## config.mk

```make
export PLATFORM = sky130hd
export DESIGN_NAME = mc_ctrl_fsm_flat
export DESIGN_NICKNAME = d
export VERILOG_FILES = /design/src/rtl/mc_ctrl_fsm_pkg.sv /design/src/rtl/mc_ctrl_fsm_if.sv /design/src/rtl/mc_alu_dec.sv /design/src/rtl/mc_ctrl_fsm.sv /design/src/flat_wrapper.sv
export SDC_FILE = /design/constraint.sdc
export NUM_CORES = 1
export LEC_CHECK = 0
export ABC_AREA = 0
export BUFFER_PORTS_ARGS = -buffer_cell sky130_fd_sc_hd__buf_4
export CELL_PAD_IN_SITES_DETAIL_PLACEMENT = 1
export CELL_PAD_IN_SITES_GLOBAL_PLACEMENT = 1
export CORE_MARGIN = 4
export CORE_UTILIZATION = 40
export DETAILED_ROUTE_END_ITERATION = 8
export GPL_ROUTABILITY_DRIVEN = 0
export HOLD_SLACK_MARGIN = 0.12
export PLACE_DENSITY_LB_ADDON = 0.1
export SYNTH_ARGS = -nofsm -noshare
export SYNTH_HDL_FRONTEND = slang
export SYNTH_HIERARCHICAL = 1
export SYNTH_SLANG_ARGS = --single-unit
```

## constraint.sdc

```tcl
create_clock -name clk -period 7 [get_ports clk]
set_clock_uncertainty 0.1 [all_clocks]
set_input_delay 0.35 -clock clk [delete_from_list [all_inputs] [get_ports clk]]
set_output_delay 0.35 -clock clk [all_outputs]
set_load 0.02 [all_outputs]
```

## src/rtl/mc_ctrl_fsm_pkg.sv

```systemverilog
// Shared encodings for the multi-cycle MIPS-subset controller: ALU opcodes,
// instruction opcode/funct constants and the controller state type.
package mc_ctrl_fsm_pkg;

   typedef logic [2:0] alu_op_t;

   localparam alu_op_t ALU_AND     = 3'b000;
   localparam alu_op_t ALU_OR      = 3'b001;
   localparam alu_op_t ALU_ADD     = 3'b010;
   localparam alu_op_t ALU_SUB     = 3'b110;
   localparam alu_op_t ALU_DEFAULT = 3'b011;

   localparam logic [5:0] OP_RTYPE = 6'h00;
   localparam logic [5:0] OP_J     = 6'h02;
   localparam logic [5:0] OP_BEQ   = 6'h04;
   localparam logic [5:0] OP_LW    = 6'h23;
   localparam logic [5:0] OP_SW    = 6'h2B;

   localparam logic [5:0] FN_ADD = 6'h20;
   localparam logic [5:0] FN_SUB = 6'h22;
   localparam logic [5:0] FN_AND = 6'h24;
   localparam logic [5:0] FN_OR  = 6'h25;

   typedef enum logic [3:0] {
      S_IDLE,
      S_FETCH,
      S_DECODE,
      S_R_EXEC,
      S_R_WB,
      S_MADDR,
      S_MREAD,
      S_MWB,
      S_MWRITE,
      S_BRANCH,
      S_JUMP
   } state_t;

   // States that stall on the memory ready handshake.
   function automatic logic is_wait_state(state_t s);
      return (s == S_FETCH) || (s == S_MREAD) || (s == S_MWRITE);
   endfunction

endpackage

```

## src/rtl/mc_ctrl_fsm_if.sv

```systemverilog
// Controller <-> datapath bundle: instruction fields and status in,
// datapath mux selects and strobes out.
interface mc_ctrl_fsm_if;
   import mc_ctrl_fsm_pkg::*;

   logic [5:0] opcode;
   logic [5:0] funct;
   logic       zero;
   logic       mem_ready;

   alu_op_t    alu_op;
   logic       alu_src_a;
   logic [1:0] alu_src_b;
   logic [1:0] pc_src;
   logic       pc_en;
   logic       iord;
   logic       mem_rd;
   logic       mem_wr;
   logic       ir_write;
   logic       reg_dst;
   logic       mem_to_reg;
   logic       reg_write;

   modport master (
      input  opcode, funct, zero, mem_ready,
      output alu_op, alu_src_a, alu_src_b, pc_src, pc_en, iord,
             mem_rd, mem_wr, ir_write, reg_dst, mem_to_reg, reg_write
   );

   modport slave (
      output opcode, funct, zero, mem_ready,
      input  alu_op, alu_src_a, alu_src_b, pc_src, pc_en, iord,
             mem_rd, mem_wr, ir_write, reg_dst, mem_to_reg, reg_write
   );

endinterface

```

## src/rtl/mc_alu_dec.sv

```systemverilog
// R-type funct -> ALU operation decoder; valid_o low flags an unsupported funct.
module mc_alu_dec
   import mc_ctrl_fsm_pkg::*;
(
   input  logic [5:0] funct_i,
   output alu_op_t    alu_op_o,
   output logic       valid_o
);

   // Pure lookup; unknown functs fall back to the idle ALU code.
   always_comb begin
      alu_op_o = ALU_DEFAULT;
      valid_o  = 1'b1;
      case (funct_i)
         FN_ADD:  alu_op_o = ALU_ADD;
         FN_SUB:  alu_op_o = ALU_SUB;
         FN_AND:  alu_op_o = ALU_AND;
         FN_OR:   alu_op_o = ALU_OR;
         default: valid_o  = 1'b0;
      endcase
   end

endmodule

```

## src/rtl/mc_ctrl_fsm.sv

```systemverilog
// Multi-cycle MIPS-subset control unit: instruction sequencing, datapath
// control decode, memory-wait timeout and retired-instruction count.
//
//  state    | meaning
//  S_IDLE   | reset / post-timeout bubble, no strobes
//  S_FETCH  | read instruction at PC, PC+4; waits on mem_ready
//  S_DECODE | latch opcode/funct, precompute branch target
//  S_R_EXEC | R-type ALU operation rs op rt
//  S_R_WB   | write ALUOut to rd, retire
//  S_MADDR  | effective address rs + sext(imm)
//  S_MREAD  | load data read; waits on mem_ready
//  S_MWB    | write MDR to rt, retire
//  S_MWRITE | store data write; waits on mem_ready, retires on ready
//  S_BRANCH | beq compare, PC <= target when zero, retire
//  S_JUMP   | PC <= jump target, retire
module mc_ctrl_fsm
   import mc_ctrl_fsm_pkg::*;
#(
   parameter int RET_W    = 32,
   parameter int WAIT_MAX = 15
)(
   input  logic             clk,
   input  logic             rst_n,
   mc_ctrl_fsm_if.master    bus,
   output logic             illegal_o,
   output logic             timeout_o,
   output logic [RET_W-1:0] retired_o
);

   localparam logic [7:0] WAIT_LAST = 8'(WAIT_MAX - 1);

   state_t           state_q, state_d;
   logic [5:0]       op_q, op_d;
   logic [5:0]       funct_q, funct_d;
   logic [7:0]       wait_q, wait_d;
   logic             timeout_q, timeout_d;
   logic [RET_W-1:0] retired_q, retired_d;
   logic             retire;
   logic             pc_write;
   logic [5:0]       dec_funct;
   alu_op_t          dec_alu_op;
   logic             dec_valid;

   // Decode the live funct while deciding legality, the latched one afterwards.
   assign dec_funct = (state_q == S_DECODE) ? bus.funct : funct_q;

   mc_alu_dec u_alu_dec (
      .funct_i  (dec_funct),
      .alu_op_o (dec_alu_op),
      .valid_o  (dec_valid)
   );

   // State and bookkeeping registers.
   always_ff @(posedge clk or negedge rst_n) begin
      if (!rst_n) begin
         state_q   <= S_IDLE;
         op_q      <= '0;
         funct_q   <= '0;
         wait_q    <= '0;
         timeout_q <= 1'b0;
         retired_q <= '0;
      end else begin
         state_q   <= state_d;
         op_q      <= op_d;
         funct_q   <= funct_d;
         wait_q    <= wait_d;
         timeout_q <= timeout_d;
         retired_q <= retired_d;
      end
   end

   // Next state, instruction latch, wait timeout and retire count.
   always_comb begin
      state_d   = state_q;
      op_d      = op_q;
      funct_d   = funct_q;
      wait_d    = '0;
      timeout_d = timeout_q;
      retired_d = retired_q;
      retire    = 1'b0;
      illegal_o = 1'b0;
      case (state_q)
         S_IDLE:   state_d = S_FETCH;
         S_FETCH:  if (bus.mem_ready) state_d = S_DECODE;
         S_DECODE: begin
            op_d    = bus.opcode;
            funct_d = bus.funct;
            case (bus.opcode)
               OP_RTYPE: begin
                  if (dec_valid) state_d = S_R_EXEC;
                  else begin
                     illegal_o = 1'b1;
                     state_d   = S_FETCH;
                  end
               end
               OP_LW, OP_SW: state_d = S_MADDR;
               OP_BEQ:       state_d = S_BRANCH;
               OP_J:         state_d = S_JUMP;
               default: begin
                  illegal_o = 1'b1;
                  state_d   = S_FETCH;
               end
            endcase
         end
         S_R_EXEC: state_d = S_R_WB;
         S_R_WB: begin
            retire  = 1'b1;
            state_d = S_FETCH;
         end
         S_MADDR:  state_d = (op_q == OP_SW) ? S_MWRITE : S_MREAD;
         S_MREAD:  if (bus.mem_ready) state_d = S_MWB;
         S_MWB: begin
            retire  = 1'b1;
            state_d = S_FETCH;
         end
         S_MWRITE: begin
            if (bus.mem_ready) begin
               retire  = 1'b1;
               state_d = S_FETCH;
            end
         end
         S_BRANCH, S_JUMP: begin
            retire  = 1'b1;
            state_d = S_FETCH;
         end
         default:  state_d = S_IDLE;
      endcase

      // A stalled access that hits the limit abandons the instruction.
      if (is_wait_state(state_q) && !bus.mem_ready) begin
         if (wait_q == WAIT_LAST) begin
            timeout_d = 1'b1;
            state_d   = S_IDLE;
         end else begin
            wait_d = wait_q + 8'd1;
         end
      end

      if (retire) retired_d = retired_q + RET_W'(1);
   end

   // Moore datapath controls; ir_write/pc_en qualify on the fetch handshake.
   always_comb begin
      bus.alu_op     = ALU_DEFAULT;
      bus.alu_src_a  = 1'b0;
      bus.alu_src_b  = 2'd0;
      bus.pc_src     = 2'd0;
      bus.iord       = 1'b0;
      bus.mem_rd     = 1'b0;
      bus.mem_wr     = 1'b0;
      bus.ir_write   = 1'b0;
      bus.reg_dst    = 1'b0;
      bus.mem_to_reg = 1'b0;
      bus.reg_write  = 1'b0;
      pc_write       = 1'b0;
      case (state_q)
         S_FETCH: begin
            bus.mem_rd    = 1'b1;
            bus.alu_src_b = 2'd1;
            bus.alu_op    = ALU_ADD;
            bus.ir_write  = bus.mem_ready;
            pc_write      = bus.mem_ready;
         end
         S_DECODE: begin
            bus.alu_src_b = 2'd3;
            bus.alu_op    = ALU_ADD;
         end
         S_R_EXEC: begin
            bus.alu_src_a = 1'b1;
            bus.alu_op    = dec_alu_op;
         end
         S_R_WB: begin
            bus.reg_dst   = 1'b1;
            bus.reg_write = 1'b1;
         end
         S_MADDR: begin
            bus.alu_src_a = 1'b1;
            bus.alu_src_b = 2'd2;
            bus.alu_op    = ALU_ADD;
         end
         S_MREAD: begin
            bus.iord   = 1'b1;
            bus.mem_rd = 1'b1;
         end
         S_MWB: begin
            bus.mem_to_reg = 1'b1;
            bus.reg_write  = 1'b1;
         end
         S_MWRITE: begin
            bus.iord   = 1'b1;
            bus.mem_wr = 1'b1;
         end
         S_BRANCH: begin
            bus.alu_src_a = 1'b1;
            bus.alu_op    = ALU_SUB;
            bus.pc_src    = 2'd1;
         end
         S_JUMP: begin
            bus.pc_src = 2'd2;
            pc_write   = 1'b1;
         end
         default: ;
      endcase
      bus.pc_en = pc_write | ((state_q == S_BRANCH) & bus.zero);
   end

   assign timeout_o = timeout_q;
   assign retired_o = retired_q;

endmodule

```

## src/flat_wrapper.sv

```systemverilog
// flat-port wrapper written by rule: the top's interface ports become plain ports
module mc_ctrl_fsm_flat import mc_ctrl_fsm_pkg::*;
#(
   parameter int RET_W    = 32,
   parameter int WAIT_MAX = 15
)
  (clk, rst_n, illegal_o, timeout_o, retired_o, bus_opcode, bus_funct, bus_zero, bus_mem_ready, bus_alu_op, bus_alu_src_a, bus_alu_src_b, bus_pc_src, bus_pc_en, bus_iord, bus_mem_rd, bus_mem_wr, bus_ir_write, bus_reg_dst, bus_mem_to_reg, bus_reg_write);
  mc_ctrl_fsm_if bus_i ();
  input  logic clk;
  input  logic rst_n;
  output logic illegal_o;
  output logic timeout_o;
  output logic [RET_W-1:0] retired_o;
  input wire logic [$bits(bus_i.opcode)-1:0] bus_opcode;
  input wire logic [$bits(bus_i.funct)-1:0] bus_funct;
  input wire logic [$bits(bus_i.zero)-1:0] bus_zero;
  input wire logic [$bits(bus_i.mem_ready)-1:0] bus_mem_ready;
  output wire logic [$bits(bus_i.alu_op)-1:0] bus_alu_op;
  output wire logic [$bits(bus_i.alu_src_a)-1:0] bus_alu_src_a;
  output wire logic [$bits(bus_i.alu_src_b)-1:0] bus_alu_src_b;
  output wire logic [$bits(bus_i.pc_src)-1:0] bus_pc_src;
  output wire logic [$bits(bus_i.pc_en)-1:0] bus_pc_en;
  output wire logic [$bits(bus_i.iord)-1:0] bus_iord;
  output wire logic [$bits(bus_i.mem_rd)-1:0] bus_mem_rd;
  output wire logic [$bits(bus_i.mem_wr)-1:0] bus_mem_wr;
  output wire logic [$bits(bus_i.ir_write)-1:0] bus_ir_write;
  output wire logic [$bits(bus_i.reg_dst)-1:0] bus_reg_dst;
  output wire logic [$bits(bus_i.mem_to_reg)-1:0] bus_mem_to_reg;
  output wire logic [$bits(bus_i.reg_write)-1:0] bus_reg_write;
  assign bus_i.opcode = bus_opcode;
  assign bus_i.funct = bus_funct;
  assign bus_i.zero = bus_zero;
  assign bus_i.mem_ready = bus_mem_ready;
  assign bus_alu_op = bus_i.alu_op;
  assign bus_alu_src_a = bus_i.alu_src_a;
  assign bus_alu_src_b = bus_i.alu_src_b;
  assign bus_pc_src = bus_i.pc_src;
  assign bus_pc_en = bus_i.pc_en;
  assign bus_iord = bus_i.iord;
  assign bus_mem_rd = bus_i.mem_rd;
  assign bus_mem_wr = bus_i.mem_wr;
  assign bus_ir_write = bus_i.ir_write;
  assign bus_reg_dst = bus_i.reg_dst;
  assign bus_mem_to_reg = bus_i.mem_to_reg;
  assign bus_reg_write = bus_i.reg_write;
  mc_ctrl_fsm #(.RET_W(RET_W), .WAIT_MAX(WAIT_MAX)) u_core (.clk(clk), .rst_n(rst_n), .bus(bus_i), .illegal_o(illegal_o), .timeout_o(timeout_o), .retired_o(retired_o));
endmodule
```

==> results.toml, run 1 <==
[global_route]
grt_pass1_vias = 2620
grt_max_degree = 58
antenna_found_initial = 0
grt-ovfl-total = 0
grtUsageTotal_pct = 17.0
grt_pass1_wl_um = 13100

[drt]
drc_errors = 0
routedWlPerCell_um = 16.3
avgViaCountPerCell = 5.23
first_pass_iters = 4
drtIter0Drc = 40
antenna_left = 0
wl_um = 7720
num_vias = 2480

[die]
initial_core_util_pct = 40.9
fp.dieW_um = 96.6
die_area_sq_mm = 0.00933
num_io_pins = 66
fp-row-count = 32
die_y_um = 96.6
fp.coreArea_sq_mm = 0.00769

[cts]
cts.sinks = 57
cts_buffer_depth = 2
root_buffer = "clkbuf_8"
post_cts_buffers = 0
clk_pin_slew_worst_paths_ns = 0.07
cts_buffers = 9
clock_latency_ns = 0.34
cts_tree = "yes"
cts_resized = 0
cts.htree.levels = 3

[worst_setup_path]
cpPeakStageDelay_ns = 0.75
worstPathCellList = "nand2b_1 > nor3_2 > buf_4 > mux2_2 > nor3b_2 > and3_1 > nor4_1 > a211oi_1 > nor2b_1 > buf_4"
arrival_ns = 3.15
cp_common_cell = "buf_4"
required_ns = 6.55
critPathKind = "reg -> out"
cp.depth = 10
slowest_stage = "dfrtp_1"
cp_top_family = "simple AND/OR/NAND/NOR gates"
cp_max_fo = 21
cp-end-kind = "output pin"
cp-start-kind = "register"
reg2reg_depth = 8
crit_buf_inv = 2

[placement]
placed_area_sq_mm = 0.00369
dp_hpwl_um = 5410
io_buffers = 65

[power]
ir_drop_uv = 175
p_sw_share_pct = 36.0
pwr-share-clk_pct = 28.3
p_int_w = 0.000813
power_switching_w = 0.000457
p_per_area_mw_per_mm2 = 324
pwr-share-seq_pct = 37.0
p_comb_share_pct = 34.7
leakage_nw = 1.87
power.total_w = 0.00127

[yosys]
synth.avg_cell_area_sq_um = 10.4
yosysMostFrequentCell = "dfrtp_1"
synth_ff_type = "dfrtp_1"
synthTopCellsByCount = "dfrtp_1, nor2_1, xor2_1, nand2_1, xnor2_1"
async_flop_share_pct = 100
yosysTopAreaCell = "dfrtp_1"
synth_top_area_share_pct = 45.4
yosys_warnings = 6
ys_seq_area_share_pct = 45.4
ys_ff_latch = 57
syn_nets = 321
synth_edf_count = 0
ys_types = 51
synth.top_cells.by_area = "dfrtp_1, xor2_1, mux2_2, xnor2_1, nor2_1"
synth_cells = 302
synth_area_sq_mm = 0.00314

[cells_and_area]
drive_gt1_share_pct = 32.0
n_antenna_cell = 0
fin_area_sq_mm = 0.00393
nets = 386
final_util_pct = 51.1
area_delta_synth_final_pct = 25.0
ff_latch_area_sq_mm = 0.00143
multi_input_area_sq_mm = 0.00159
nFillCells = 887

[worst_hold_path]
hold_class = "in -> reg"
worstHoldPathCells = 2

[sta]
rsz0062_at_grt = "false"
slew_headroom_pct = 48.5
max_freq_mhz = 278
setup_violations = 0
fin_crit_sh_pct = 51.4
hold_violations = 0
worst-slew-pin-transition_ns = 0.770
fin_tns_setup_ns = 0
min_period_ns = 3.60
slew_viol_final = 0

[job]
drv_cap = 0

[status]
run_status = "completed"
layout make-up:
cell class | instances | area share, %
clock inverters | 5 | 1.98
clock buffers | 11 | 3.86
flip-flops and latches | 57 | 36.3
well taps | 102 | 3.25
inverters | 12 | 1.15
multi-input cells | 220 | 40.5
repair buffers | 67 | 12.9
logic make-up (layout without fill, tap and decap cells):
group                      Yosys count  after routing  share of synthesized area, %
and+or+nand+nor                    138            138                          27.8
DFF                                 57             57                          45.4
xor gates and xnor gates            39             39                          10.9
AOI/OAI and AO/OA                   27             27                          6.02
buffers and inverters               25             95                          3.90
muxes                               13             13                          4.78
adders and majority gates            3              3                          1.20
layout by cell type, fill, tap and decap left out, drive strengths merged, types with 4 or more instances in the layout:
master and n:
xor2 25, dfrtp 57, nand3 11, nor3b 4
nand4 6, buf 66, o21ai 5, nor2b 6
inv 12, xnor2 14, clkbuf 11, a211oi 4
and3 7, nand2 21, nor3 19, nand2b 8
nor2 28, mux2 13, and4 6, a21oi 5
nor4 9
flip-flops by register name, indices dropped and copies added, names as in the netlist:
signal,cells
u_core/funct_q,6
u_core/retired_o,32
u_core/timeout_o,1
u_core/wait_q,8
u_core/op_q,6
u_core/state_q,4
power groups by stage:
| stage | Clock, W | Sequential [W] | Combinational (W) |
|---|---|---|---|
| after floorplan | 0 | 0.000456 | 0.000312 |
| after global placement | 0 | 0.000472 | 0.000432 |
| after detailed placement | 0 | 0.000474 | 0.000443 |
| after CTS | 0.000368 | 0.000470 | 0.000445 |
| after global routing | 0.000385 | 0.000485 | 0.000480 |
| final | 0.000359 | 0.000470 | 0.000441 |
repair_timing:
| action | in CTS | in global routing |
|---|---|---|
| hold endpoints to repair | 57 | 0 |
| endpoints found under the setup margin | 0 | 0 |
| hold buffers | 1 | 0 |
per-stage QoR:
step	std cells	hold WS [ns]	worst slack, ns
2_1_floorplan	302	-0.0456	3.92
3_3_place_gp	457	0.371	3.82
3_5_place_dp	457	0.379	3.80
4_1_cts	474	0.154	3.42
5_1_grt	474	0.158	3.10
6_report	474	0.165	3.40
final timing paths:
check	endpoint	slack, ns	from
worst max register to register	u_core/state_q[1]	4.20	u_core/state_q[1]
worst max-delay path	illegal_o	3.40	u_core/state_q[1]
worst min register to register	u_core/retired_o[17]	0.39	u_core/retired_o[17]
worst min-delay path	u_core/op_q[3]	0.17	bus_opcode[3]
min in group asynchronous	u_core/retired_o[19]	0.51	rst_n
max in group asynchronous	u_core/op_q[0]	5.76	rst_n
metal layers:
| metal | track usage [%] | vias up | share of wire, % |
|---|---|---|---|
| li1 | - | 1179 | - |
| met1 | 21.8 | 1246 | 45 |
| met2 | 28.6 | 53 | 51 |
| met3 | 4.97 | 2 | 4.4 |
| met4 | 3.89 | 0 | 0.22 |
| met5 | 0 | - | 0 |
No activity file was read; power rests on OpenSTA's default activity.
==> inputs of run 2 (changes only) <==
--- a/config.mk
+++ b/config.mk
@@ -10,7 +10,7 @@
 export CELL_PAD_IN_SITES_DETAIL_PLACEMENT = 1
 export CELL_PAD_IN_SITES_GLOBAL_PLACEMENT = 1
 export CORE_MARGIN = 4
-export CORE_UTILIZATION = 40
+export CORE_UTILIZATION = 38
 export DETAILED_ROUTE_END_ITERATION = 8
 export GPL_ROUTABILITY_DRIVEN = 0
 export HOLD_SLACK_MARGIN = 0.12
==> constraint.sdc (replaced) <==
create_clock -name clk -period 2.95 [get_ports clk]
set_clock_uncertainty 0.1 [all_clocks]
set_input_delay 0.1475 -clock clk [delete_from_list [all_inputs] [get_ports clk]]
set_output_delay 0.1475 -clock clk [all_outputs]
set_load 0.02 [all_outputs]
==> run 2 against run 1 <==
Compared with the run above: global-route usage is 0.094 points higher; critical path depth stayed put; sequential share of layout area is 2.2 points lower.
==> results.toml, run 2 (synthesis gave the netlist of run 1 again) <==
[cts]
cts_buffers = 9
cts_tree = "yes"
clk_pin_slew_worst_paths_ns = 0.07
clock_latency_ns = 0.34
root_buffer = "clkbuf_8"
cts_buffer_depth = 2
cts.sinks = 57
cts.htree.levels = 3

[worst_setup_path]
required_ns = 2.70
cp-start-kind = "register"
cp-end-kind = "output pin"
critPathKind = "reg -> out"
cp_max_fo = 7
arrival_ns = 2.60

[global_route]
grt-ovfl-total = 0
antenna_found_initial = 0
grt_max_degree = 58
grt_pass1_vias = 2701
grt_pass1_wl_um = 13500
grtUsageTotal_pct = 17.1

[drt]
drtIter0Drc = 68
num_vias = 2532
first_pass_iters = 4
wl_um = 8090
routedWlPerCell_um = 16.3
avgViaCountPerCell = 5.10
antenna_left = 0
drc_errors = 0

[cells_and_area]
final_util_pct = 53.0
drive_gt1_share_pct = 33.0
fin_area_sq_mm = 0.00418
n_antenna_cell = 0
area_delta_synth_final_pct = 33.2
final_common_cell = "buf_4"
mostFrequentLayoutCells = "buf_4, dfrtp_1, nor2_1"
nets = 408
largest_reg_flops = 32

[placement]
io_buffers = 65
placed_area_sq_mm = 0.00372
pre_cts_slack_ns = 0.343
dp_hpwl_um = 5740

[sta]
worst-slew-pin-transition_ns = 0.773
slew_headroom_pct = 48.3
hold_violations = 0
fin_crit_sh_pct = 96.4
slew_viol_final = 0
min_period_ns = 2.84
worst_slack_ns = 0.105
max_freq_mhz = 352
setup_violations = 0

[die]
fp.dieW_um = 98.9
die_y_um = 98.9
fp-row-count = 32
die_area_sq_mm = 0.00978
fp.coreArea_sq_mm = 0.00789
num_io_pins = 66
initial_core_util_pct = 39.8

[power]
ir_drop_uv = 437
pwr-share-seq_pct = 32.7
power.total_w = 0.00322
p_per_area_mw_per_mm2 = 769
pwr-share-clk_pct = 29.0
p_comb_share_pct = 38.4
power_switching_w = 0.00111
p_int_w = 0.00210
p_sw_share_pct = 34.6
leakage_nw = 1.99

[worst_hold_path]
hold_class = "in -> async"

[status]
run_status = "completed"

[job]
drv_cap = 0
-- run 2: layout make-up --
type                    instances  area [sq um]
repair buffers                 89           707
flip-flops and latches         57          1430
inverters                      12          45.0
well taps                     102           128
clock buffers                  12           155
fillers                       874          3700
clock inverters                 4          98.8
multi-input cells             220          1620
-- run 2: power groups by stage --
stage	logic, W	registers [W]	clock network (W)
6_report	0.00123	0.00105	0.000932
5_1_grt	0.00135	0.00107	0.000986
4_1_cts	0.00119	0.00105	0.000951
3_5_place_dp	0.00116	0.00106	0
3_3_place_gp	0.00113	0.00105	0
2_1_floorplan	0.000741	0.00108	0
-- run 2: repair_timing --
action,CTS,global route
setup endpoints to repair,1,3
gates cloned,0,0
pin swaps,0,3
resized for setup,2,4
endpoints found under the hold margin,72,0
hold buffers,14,0
buffers inserted,0,4
-- run 2: path summary, 6_finish.rpt --
check	start	end	slack [ns]	cells after the start
setup / recovery	u_core/state_q[0]	illegal_o	0.11	10
hold / removal	rst_n	u_core/retired_o[3]	0.31	2
setup reg to reg	u_core/state_q[3]	u_core/retired_o[29]	0.60	7
hold reg to reg	u_core/retired_o[22]	u_core/retired_o[22]	0.39	1
max in group asynchronous	rst_n	u_core/funct_q[2]	1.92	2
min in group clk	u_core/retired_o[22]	u_core/retired_o[22]	0.39	1
-- run 2: worst max-delay path, cell delays in order (launching register included) --
cell and delay (ns):
dfrtp_1 0.39, nand2b_4 0.17, nor3_4 0.19, buf_6 0.15, mux2_2 0.37, nor3b_4 0.28
and3_4 0.24, nor4_2 0.05, a211oi_1 0.21, nor2b_1 0.08, buf_4 0.16
-- run 2: metrics by stage --
step                hold WS [ns]  TNS [ns]  instances
floorplan                 -0.248         0        302
global placement           0.168         0        462
detailed placement         0.179         0        462
CTS                        0.351         0        492
global route               0.402   -0.0202        496
finish                     0.306         0        496
-- run 2: routing by layer --
metal / vias to the layer above / part of all wire, % / global-route usage, %
met2: 49 / 49 / 27.8
met1: 1254 / 45 / 22.5
met5: - / 0 / 0
met4: 0 / 1.2 / 6.62
met3: 10 / 4.3 / 3.40
li1: 1219 / - / -
